<file path="config.mk">
export PLATFORM = sky130hd
export DESIGN_NAME = multicycle_ctrl
export DESIGN_NICKNAME = d
export VERILOG_FILES = /design/src/rtl/rv_ctrl_pkg.sv /design/src/rtl/ctrl_decode.sv /design/src/rtl/multicycle_ctrl.sv
export SDC_FILE = /design/constraint.sdc
export NUM_CORES = 1
export LEC_CHECK = 0
export CORE_MARGIN = 10
export CORE_UTILIZATION = 49
export CTS_BUF_LIST = sky130_fd_sc_hd__clkbuf_4
export DETAILED_ROUTE_END_ITERATION = 6
export PLACE_DENSITY = 0.95
export SLEW_MARGIN = 5
export SYNTH_ARGS = -nofsm -noshare
export SYNTH_HDL_FRONTEND = slang
export SYNTH_SLANG_ARGS = --single-unit
export TNS_END_PERCENT = 100
</file>
<file path="constraint.sdc">
create_clock -name clk -period 2.9 [get_ports clk]
set_clock_uncertainty 0.2 [all_clocks]
set_input_delay 0.58 -clock clk [delete_from_list [all_inputs] [get_ports clk]]
set_output_delay 0.58 -clock clk [all_outputs]
set_load 0.1 [all_outputs]
</file>
<file path="src/rtl/rv_ctrl_pkg.sv">
// Shared encodings for the multi-cycle RV32I control path: FSM states, opcodes,
// instruction classes and the select/ALU codes driven towards the datapath.
package rv_ctrl_pkg;

  localparam logic [2:0] StFetch  = 3'd0;
  localparam logic [2:0] StDecode = 3'd1;
  localparam logic [2:0] StExec   = 3'd2;
  localparam logic [2:0] StMem    = 3'd3;
  localparam logic [2:0] StWb     = 3'd4;
  localparam logic [2:0] StTrap   = 3'd5;

  localparam logic [6:0] OpReg    = 7'b0110011;
  localparam logic [6:0] OpImm    = 7'b0010011;
  localparam logic [6:0] OpLui    = 7'b0110111;
  localparam logic [6:0] OpAuipc  = 7'b0010111;
  localparam logic [6:0] OpLoad   = 7'b0000011;
  localparam logic [6:0] OpStore  = 7'b0100011;
  localparam logic [6:0] OpBranch = 7'b1100011;
  localparam logic [6:0] OpJal    = 7'b1101111;
  localparam logic [6:0] OpJalr   = 7'b1100111;

  typedef enum logic [3:0] {
    ClsR, ClsIAlu, ClsLui, ClsAuipc, ClsLoad, ClsStore, ClsBranch, ClsJal, ClsJalr, ClsIllegal
  } instr_class_e;

  localparam logic [2:0] ImmI = 3'd0;
  localparam logic [2:0] ImmS = 3'd1;
  localparam logic [2:0] ImmU = 3'd2;
  localparam logic [2:0] ImmB = 3'd3;
  localparam logic [2:0] ImmJ = 3'd4;

  localparam logic [3:0] AluAdd   = 4'd0;
  localparam logic [3:0] AluSub   = 4'd1;
  localparam logic [3:0] AluSll   = 4'd2;
  localparam logic [3:0] AluSlt   = 4'd3;
  localparam logic [3:0] AluSltu  = 4'd4;
  localparam logic [3:0] AluXor   = 4'd5;
  localparam logic [3:0] AluSrl   = 4'd6;
  localparam logic [3:0] AluSra   = 4'd7;
  localparam logic [3:0] AluOr    = 4'd8;
  localparam logic [3:0] AluAnd   = 4'd9;
  localparam logic [3:0] AluPassB = 4'd10;

  localparam logic [1:0] WbAlu = 2'd0;
  localparam logic [1:0] WbMem = 2'd1;
  localparam logic [1:0] WbPc4 = 2'd2;

  localparam logic [1:0] PcPlus4 = 2'd0;
  localparam logic [1:0] PcAlu   = 2'd1;
  localparam logic [1:0] PcJalr  = 2'd2;

endpackage

</file>
<file path="src/rtl/ctrl_decode.sv">
// Combinational instruction classifier: maps opcode/func3/func7 of the latched IR to an
// instruction class plus the immediate, ALU and operand selects used in EXEC.
module ctrl_decode
  import rv_ctrl_pkg::*;
(
  input  logic [6:0]   opcode,
  input  logic [2:0]   func3,
  input  logic [6:0]   func7,
  output instr_class_e cls,
  output logic [2:0]   imm_sel,
  output logic [3:0]   alu_op,
  output logic         sel_a,
  output logic         sel_b,
  output logic         illegal
);

  logic [3:0] alu_f3;
  logic       f7_ok_r;
  logic       f7_ok_i;

  // func7 = 0x20 is only meaningful for SUB and SRA/SRAI; shift-immediates carry shamt in
  // the low bits so func7 must be exactly 0x00 or 0x20 there.
  assign f7_ok_r = (func7 == 7'h00) ||
                   ((func7 == 7'h20) && ((func3 == 3'd0) || (func3 == 3'd5)));
  assign f7_ok_i = (func3 == 3'd1) ? (func7 == 7'h00) :
                   (func3 == 3'd5) ? ((func7 == 7'h00) || (func7 == 7'h20)) : 1'b1;

  always_comb begin
    case (func3)
      3'd0:    alu_f3 = AluAdd;
      3'd1:    alu_f3 = AluSll;
      3'd2:    alu_f3 = AluSlt;
      3'd3:    alu_f3 = AluSltu;
      3'd4:    alu_f3 = AluXor;
      3'd5:    alu_f3 = func7[5] ? AluSra : AluSrl;
      3'd6:    alu_f3 = AluOr;
      default: alu_f3 = AluAnd;
    endcase
  end

  always_comb begin
    cls     = ClsIllegal;
    imm_sel = ImmI;
    alu_op  = AluAdd;
    sel_a   = 1'b0;
    sel_b   = 1'b0;
    case (opcode)
      OpReg: begin
        if (f7_ok_r) cls = ClsR;
        alu_op = ((func3 == 3'd0) && func7[5]) ? AluSub : alu_f3;
      end
      OpImm: begin
        if (f7_ok_i) cls = ClsIAlu;
        alu_op = alu_f3;
        sel_b  = 1'b1;
      end
      OpLui: begin
        cls     = ClsLui;
        imm_sel = ImmU;
        alu_op  = AluPassB;
        sel_b   = 1'b1;
      end
      OpAuipc: begin
        cls     = ClsAuipc;
        imm_sel = ImmU;
        sel_a   = 1'b1;
        sel_b   = 1'b1;
      end
      OpLoad: begin
        cls   = ClsLoad;
        sel_b = 1'b1;
      end
      OpStore: begin
        cls     = ClsStore;
        imm_sel = ImmS;
        sel_b   = 1'b1;
      end
      // Control transfers compute their target in the ALU; the branch compare is external.
      OpBranch: begin
        cls     = ClsBranch;
        imm_sel = ImmB;
        sel_a   = 1'b1;
        sel_b   = 1'b1;
      end
      OpJal: begin
        cls     = ClsJal;
        imm_sel = ImmJ;
        sel_a   = 1'b1;
        sel_b   = 1'b1;
      end
      OpJalr: begin
        cls   = ClsJalr;
        sel_b = 1'b1;
      end
      default: ;
    endcase
  end

  assign illegal = (cls == ClsIllegal);

endmodule

</file>
<file path="src/rtl/multicycle_ctrl.sv">
// Multi-cycle RV32I control FSM: sequences fetch/decode/execute/memory/writeback, owns the
// imem/dmem req/ack handshakes and the sticky illegal/bus-timeout trap.
module multicycle_ctrl
  import rv_ctrl_pkg::*;
#(
  parameter int unsigned TIMEOUT  = 16,
  parameter int unsigned ALU_OP_W = 4
) (
  input  logic                clk,
  input  logic                rst,
  input  logic [6:0]          opcode,
  input  logic [2:0]          func3,
  input  logic [6:0]          func7,
  input  logic                br_taken,
  input  logic                imem_ack,
  input  logic                dmem_ack,
  output logic                imem_req,
  output logic                ir_en,
  output logic                dmem_req,
  output logic                dmem_we,
  output logic [2:0]          imm_sel,
  output logic [ALU_OP_W-1:0] alu_op,
  output logic                sel_a,
  output logic                sel_b,
  output logic [1:0]          wb_sel,
  output logic                reg_wr,
  output logic                pc_en,
  output logic [1:0]          pc_sel,
  output logic                trap,
  output logic                trap_cause
);

  localparam int unsigned CntW = (TIMEOUT > 1) ? $clog2(TIMEOUT) : 1;

  logic [2:0]      state_q, state_d;
  logic [CntW-1:0] cnt_q, cnt_d;
  logic            trap_q, trap_d;
  logic            cause_q, cause_d;

  instr_class_e cls;
  logic [2:0]   dec_imm_sel;
  logic [3:0]   dec_alu_op;
  logic         dec_sel_a, dec_sel_b, dec_illegal;
  logic         waiting, timeout_hit, in_instr;

  ctrl_decode u_decode (
    .opcode  (opcode),
    .func3   (func3),
    .func7   (func7),
    .cls     (cls),
    .imm_sel (dec_imm_sel),
    .alu_op  (dec_alu_op),
    .sel_a   (dec_sel_a),
    .sel_b   (dec_sel_b),
    .illegal (dec_illegal)
  );

  assign waiting = ((state_q == StFetch) && !imem_ack) || ((state_q == StMem) && !dmem_ack);
  // Fires on the TIMEOUT-th cycle without ack; an ack in that cycle keeps waiting low.
  assign timeout_hit = (TIMEOUT != 0) && waiting && (cnt_q == CntW'(TIMEOUT - 1));
  assign in_instr = (state_q == StDecode) || (state_q == StExec) ||
                    (state_q == StMem) || (state_q == StWb);

  always_comb begin
    state_d    = state_q;
    trap_d     = trap_q;
    cause_d    = cause_q;
    imem_req   = 1'b0;
    ir_en      = 1'b0;
    dmem_req   = 1'b0;
    dmem_we    = 1'b0;
    wb_sel     = WbAlu;
    reg_wr     = 1'b0;
    pc_en      = 1'b0;
    pc_sel     = PcPlus4;
    imm_sel    = in_instr ? dec_imm_sel : ImmI;
    alu_op     = in_instr ? ALU_OP_W'(dec_alu_op) : '0;
    sel_a      = in_instr && dec_sel_a;
    sel_b      = in_instr && dec_sel_b;
    case (state_q)
      StFetch: begin
        imem_req = 1'b1;
        if (imem_ack) begin
          ir_en   = 1'b1;
          state_d = StDecode;
        end else if (timeout_hit) begin
          state_d = StTrap;
          trap_d  = 1'b1;
          cause_d = 1'b1;
        end
      end
      StDecode: begin
        if (dec_illegal) begin
          state_d = StTrap;
          trap_d  = 1'b1;
          cause_d = 1'b0;
        end else begin
          state_d = StExec;
        end
      end
      StExec: begin
        case (cls)
          ClsR, ClsIAlu, ClsLui, ClsAuipc: state_d = StWb;
          ClsLoad, ClsStore:               state_d = StMem;
          ClsBranch: begin
            pc_en   = 1'b1;
            pc_sel  = br_taken ? PcAlu : PcPlus4;
            state_d = StFetch;
          end
          ClsJal, ClsJalr: begin
            reg_wr  = 1'b1;
            wb_sel  = WbPc4;
            pc_en   = 1'b1;
            pc_sel  = (cls == ClsJal) ? PcAlu : PcJalr;
            state_d = StFetch;
          end
          default: begin
            state_d = StTrap;
            trap_d  = 1'b1;
            cause_d = 1'b0;
          end
        endcase
      end
      StMem: begin
        dmem_req = 1'b1;
        dmem_we  = (cls == ClsStore);
        if (dmem_ack) begin
          if (cls == ClsStore) begin
            pc_en   = 1'b1;
            state_d = StFetch;
          end else begin
            state_d = StWb;
          end
        end else if (timeout_hit) begin
          state_d = StTrap;
          trap_d  = 1'b1;
          cause_d = 1'b1;
        end
      end
      StWb: begin
        reg_wr  = 1'b1;
        wb_sel  = (cls == ClsLoad) ? WbMem : WbAlu;
        pc_en   = 1'b1;
        state_d = StFetch;
      end
      StTrap:  ;
      default: state_d = StFetch;
    endcase
    // Everything is quiet in the reset cycle, whatever state is being abandoned.
    if (rst) begin
      imem_req = 1'b0;
      ir_en    = 1'b0;
      dmem_req = 1'b0;
      dmem_we  = 1'b0;
      imm_sel  = ImmI;
      alu_op   = '0;
      sel_a    = 1'b0;
      sel_b    = 1'b0;
      wb_sel   = WbAlu;
      reg_wr   = 1'b0;
      pc_en    = 1'b0;
      pc_sel   = PcPlus4;
    end
  end

  always_comb begin
    cnt_d = cnt_q;
    if (state_d != state_q) begin
      cnt_d = '0;
    end else if (waiting) begin
      cnt_d = cnt_q + CntW'(1);
    end
  end

  always_ff @(posedge clk) begin
    if (rst) begin
      state_q <= StFetch;
      cnt_q   <= '0;
      trap_q  <= 1'b0;
      cause_q <= 1'b0;
    end else begin
      state_q <= state_d;
      cnt_q   <= cnt_d;
      trap_q  <= trap_d;
      cause_q <= cause_d;
    end
  end

  assign trap       = trap_q && !rst;
  assign trap_cause = cause_q && !rst;

endmodule

</file>
==> results.py, run 1 <==
metrics = {
    "logic_synthesis": {
        "syn_inst": 169,
        "ys_ff_latch": 9,
        "synth.area.top_cells": "dfxtp_1 16%, nor2_1 10%, a21oi_1 5.3%, o21ai_0 4.4%, nand2_1 4.0%",
        "synth_top_area_frac": 0.159,
        "synth-compound-area-share": 0.298,
        "synth_edf_count": 0,
        "ys_warn_count": 0,
        "ys_async_sr_fraction": 0,
        "synth_top_family_by_area": "simple AND/OR/NAND/NOR gates",
        "synth_fp_nets": 192,
        "synth-xor-area-share": 0.0463,
        "dominantRegCellSynth": "dfxtp_1",
        "ys_types": 51,
        "yosys.area_share.simple": 0.397,
        "synth-seq-area-share": 0.159,
        "yosys-top-cells-count": "31 x nor2_1, 12 x a21oi_1, 12 x nand2_1",
        "yosys-mux-area-fraction": 0.0265,
        "synth_area_sq_mm": 0.00113,
        "synth_area_per_cell_sq_um": 6.72,
        "synth_fa_ha_area_frac": 0.0110,
        "synth.most_common_cell": "nor2_1",
        "synth.largest_area_cell": "dfxtp_1",
    },
    "clock_tree": {
        "root_buffer": "clkbuf_4",
        "clk_path_buf_depth": 2,
        "cts_resized": 30,
        "cts_num_sinks": 9,
        "htree_levels": 1,
        "hold_buffers": 0,
        "cts_buffers": 3,
        "cts_setup_buffers": 7,
    },
    "status": {
        "firstError": "[ERROR DPL-0033] detailed placement checks failed during check placement.",
        "haltStage": "clock tree synthesis (4_1_cts)",
        "status": "stopped before the end",
    },
    "placed_design": {
        "portBuffers": 42,
        "place_congestion": 0.975,
        "hpwl_mm": 4.69,
        "placed_area_sq_mm": 0.00211,
    },
    "die": {
        "die_h_um": 68.1,
        "io_pins": 43,
        "initial_core_util": 0.513,
        "die_w_um": 68.1,
        "rows": 17,
    },
}
[metrics by stage]
stage	cells	utilization	worst slack [ps]	TNS, ps
after floorplan	169	-	-351	-1340
after global placement	258	0.954	-199	-594
after detailed placement	258	0.954	-293	-1630
[cells by family after synthesis]
| family | count (synthesis) |
|---|---|
| compound gates | 46 |
| xor+xnor | 6 |
| fa+ha+maj | 1 |
| buf+inv | 17 |
| flops | 9 |
| mux | 3 |
| simple gates | 87 |
==> run 2, diff against run 1 <==
--- a/config.mk
+++ b/config.mk
@@ -5,11 +5,10 @@
 export SDC_FILE = /design/constraint.sdc
 export NUM_CORES = 1
 export LEC_CHECK = 0
-export CORE_MARGIN = 10
-export CORE_UTILIZATION = 49
-export CTS_BUF_LIST = sky130_fd_sc_hd__clkbuf_4
+export CORE_AREA = 10 10 71 73
 export DETAILED_ROUTE_END_ITERATION = 6
-export PLACE_DENSITY = 0.95
+export DIE_AREA = 0 0 81 83
+export PLACE_DENSITY_LB_ADDON = 0.15
 export SLEW_MARGIN = 5
 export SYNTH_ARGS = -nofsm -noshare
 export SYNTH_HDL_FRONTEND = slang
==> results.py, run 2 <==
metrics = {
    "status": {
        "status": "finished, final reports clean",
    },
    "clock_tree": {
        "cts_buffers": 3,
        "clk_path_buf_depth": 2,
        "hold_buffers": 0,
        "cts_num_sinks": 9,
        "path_clk_slew_ps": 40,
        "clock_latency_ps": 220,
        "htree_levels": 1,
        "root_buffer": "clkbuf_8",
        "cts_tree": "built",
    },
    "worst_setup_path": {
        "critPathArrivalTime_ps": 2070,
        "criticalPathCategory": "in2out",
        "r2r_slack_ps": 860,
        "critPathRequiredTime_ps": 2120,
        "crit_path_max_fanout": 3,
        "crit-reg2reg-launch": "state_q[1]",
        "cp-start-kind": "input port",
        "cp-end-kind": "primary output",
        "r2r-end": "cnt_q[3]",
        "worstRegToRegCells": 6,
    },
    "pwr": {
        "p_sw_frac": 0.444,
        "comb_power_share": 0.616,
        "internal-power_mw": 0.433,
        "max-vdd-ir-drop_mv": 0.297,
        "power.density_mw_per_mm2": 353,
        "power_leakage_nw": 0.846,
        "clockPowerShare": 0.181,
        "pwr-share-seq": 0.204,
        "power_switching_mw": 0.346,
    },
    "final_layout": {
        "syn2layout_area_growth_pct": 94.6,
        "largest_reg_flops": 4,
        "final_core_util": 0.608,
        "regMostFlops": "cnt_q",
        "regArea_sq_um": 180,
        "layout-drive-gt1-share": 0.373,
        "final_cells": 284,
        "reg_top3": "cnt_q (4), state_q (3)",
        "fillers": 332,
        "final_cell_mix": "32 x buf_4, 25 x nor2_1, 21 x buf_12, 14 x clkdlybuf4s50_1, 12 x nand2_1",
        "multi_input_comb_area_sq_mm": 0.00104,
        "layout_commonest_cell": "buf_4",
        "nNetsFinal": 260,
        "diodes": 0,
    },
    "global_routing": {
        "overflow": 0,
        "grt_max_degree": 20,
        "grt_pass1_vias": 1444,
        "grt_pass1_wl_mm": 6.84,
        "grtUsageTotal": 0.118,
        "antenna_found_initial": 0,
    },
    "detailed_routing": {
        "met3_length_um": 244,
        "drc": 0,
        "firstDrtPassIters": 4,
        "wl_met2_mm": 2.28,
        "viasPerCell": 5.30,
        "top_layer": "met3",
        "routed_wl_mm": 4.30,
        "drt_iter0_markers": 56,
        "avgRoutedWirePerCell_um": 15.1,
        "wl_met1_mm": 1.77,
        "ant_nets": 0,
        "via_count": 1505,
    },
    "placed_design": {
        "place_congestion": 0.841,
        "place_inst": 279,
        "hpwl_mm": 3.67,
        "portBuffers": 42,
    },
    "die": {
        "rows": 22,
        "die_w_um": 81,
        "io_pins": 43,
        "initial_core_util": 0.312,
        "dieArea_sq_mm": 0.00672,
        "core_sq_mm": 0.00363,
        "die_h_um": 83,
    },
    "logic_synthesis": {
        "synth_top_area_frac": 0.159,
        "synth_area_sq_mm": 0.00113,
        "ys_warn_count": 0,
        "synth-compound-area-share": 0.298,
        "synth_fp_nets": 192,
        "synth_edf_count": 0,
        "ys_ff_latch": 9,
        "synth.largest_area_cell": "dfxtp_1",
        "synth_fa_ha_area_frac": 0.0110,
        "synth.area.top_cells": "dfxtp_1 16%, nor2_1 10%, a21oi_1 5.3%, o21ai_0 4.4%, nand2_1 4.0%",
        "synth.most_common_cell": "nor2_1",
        "dominantRegCellSynth": "dfxtp_1",
        "yosys.area_share.simple": 0.397,
        "ys_types": 51,
        "synth-xor-area-share": 0.0463,
        "syn_inst": 169,
        "synth_area_per_cell_sq_um": 6.72,
        "synth-seq-area-share": 0.159,
        "ys_async_sr_fraction": 0,
        "synth_top_family_by_area": "simple AND/OR/NAND/NOR gates",
        "yosys-mux-area-fraction": 0.0265,
        "yosys-top-cells-count": "31 x nor2_1, 12 x a21oi_1, 12 x nand2_1",
    },
    "sta": {
        "max_freq_mhz": 351,
        "min_period_over_period": 0.983,
        "finalCriticalPeriod_ps": 2850,
        "hold_viol": 0,
        "setup_violations": 0,
        "relSlewSlack": 0.715,
        "slew_viol_final": 0,
        "rsz0062_at_grt": "false",
        "worst_pin_slew_ps": 427,
        "fin_setup_tns_ps": 0,
    },
    "worst_hold_path": {
        "hold_path.startpoint": "cause_q",
        "hold_path_depth": 1,
        "hold_path.class": "reg2reg",
        "hold_path_end": "cause_q",
    },
    "flow_run": {
        "max_cap_violations": 0,
    },
}
[run 2: cell counts after synthesis]
No cell type changed its count.
[run 2: power groups by stage]
stage / clock, mW / sequential, mW / combinational [mW]
after CTS: 0.144 / 0.159 / 0.478
after global placement: 0 / 0.160 / 0.468
final: 0.141 / 0.159 / 0.479
after floorplan: 0 / 0.150 / 0.321
after detailed placement: 0 / 0.160 / 0.476
after global routing: 0.156 / 0.162 / 0.509
[run 2: worst max path at each step]
stage / from / to / slack (ps) / cells past startpoint
after detailed placement: opcode[2] / pc_en / -190 / 6
after CTS: opcode[6] / pc_en / 7 / 6
after floorplan: state_q[1] / ir_en / -350 / 4
after global routing: opcode[6] / pc_en / 0.3 / 6
final: opcode[6] / pc_en / 50 / 6
after global placement: opcode[2] / pc_en / -160 / 6
[run 2: through the flow]
step	hold slack, ps	power (mW)	area (sq um)	setup slack [ps]
floorplan	265	0.471	1280	-351
global placement	279	0.628	2140	-159
detailed placement	297	0.637	2140	-187
CTS	309	0.781	2200	7.05
global route	317	0.827	2210	0.256
finish	302	0.779	2210	49.1
[run 2: per-layer routing]
layer / vias up / global-route usage
met2: 39 / 0.220
met4: 0 / 0.0141
met5: - / 0
met3: 0 / 0.0226
li1: 746 / -
met1: 720 / 0.136
[run 2: cells by family (layout without fill, tap and decap cells)]
group / count (synthesis) / count (layout)
AO/OA/AOI/OAI: 46 / 46
multiplexers: 3 / 3
adder cells (fa/ha/maj): 1 / 1
flip-flops: 9 / 9
XOR/XNOR: 6 / 6
AND/OR/NAND/NOR: 87 / 87
buffers and inverters: 17 / 84
[run 2: layout make-up]
class / instances / share of cell area
Multi-Input combinational cell: 143 / 0.470
Sequential cell: 9 / 0.0816
Tap cell: 48 / 0.0272
Timing Repair Buffer: 74 / 0.391
Clock buffer: 4 / 0.0204
Inverter: 6 / 0.0102
[run 2: repair_timing]
item,in CTS,in global routing
resized for setup,17,1
endpoints found under the setup margin,7,4
pin swaps,6,3
buffers inserted,1,0
[run 2: worst max-delay path, stage by stage]
cell             delay (ps)
clkdlybuf4s15_2         200
or4b_4                  540
nor3_4                  210
nand4_1                 170
a21oi_4                 180
buf_12                  180
Power figures use the tool's default switching activity.
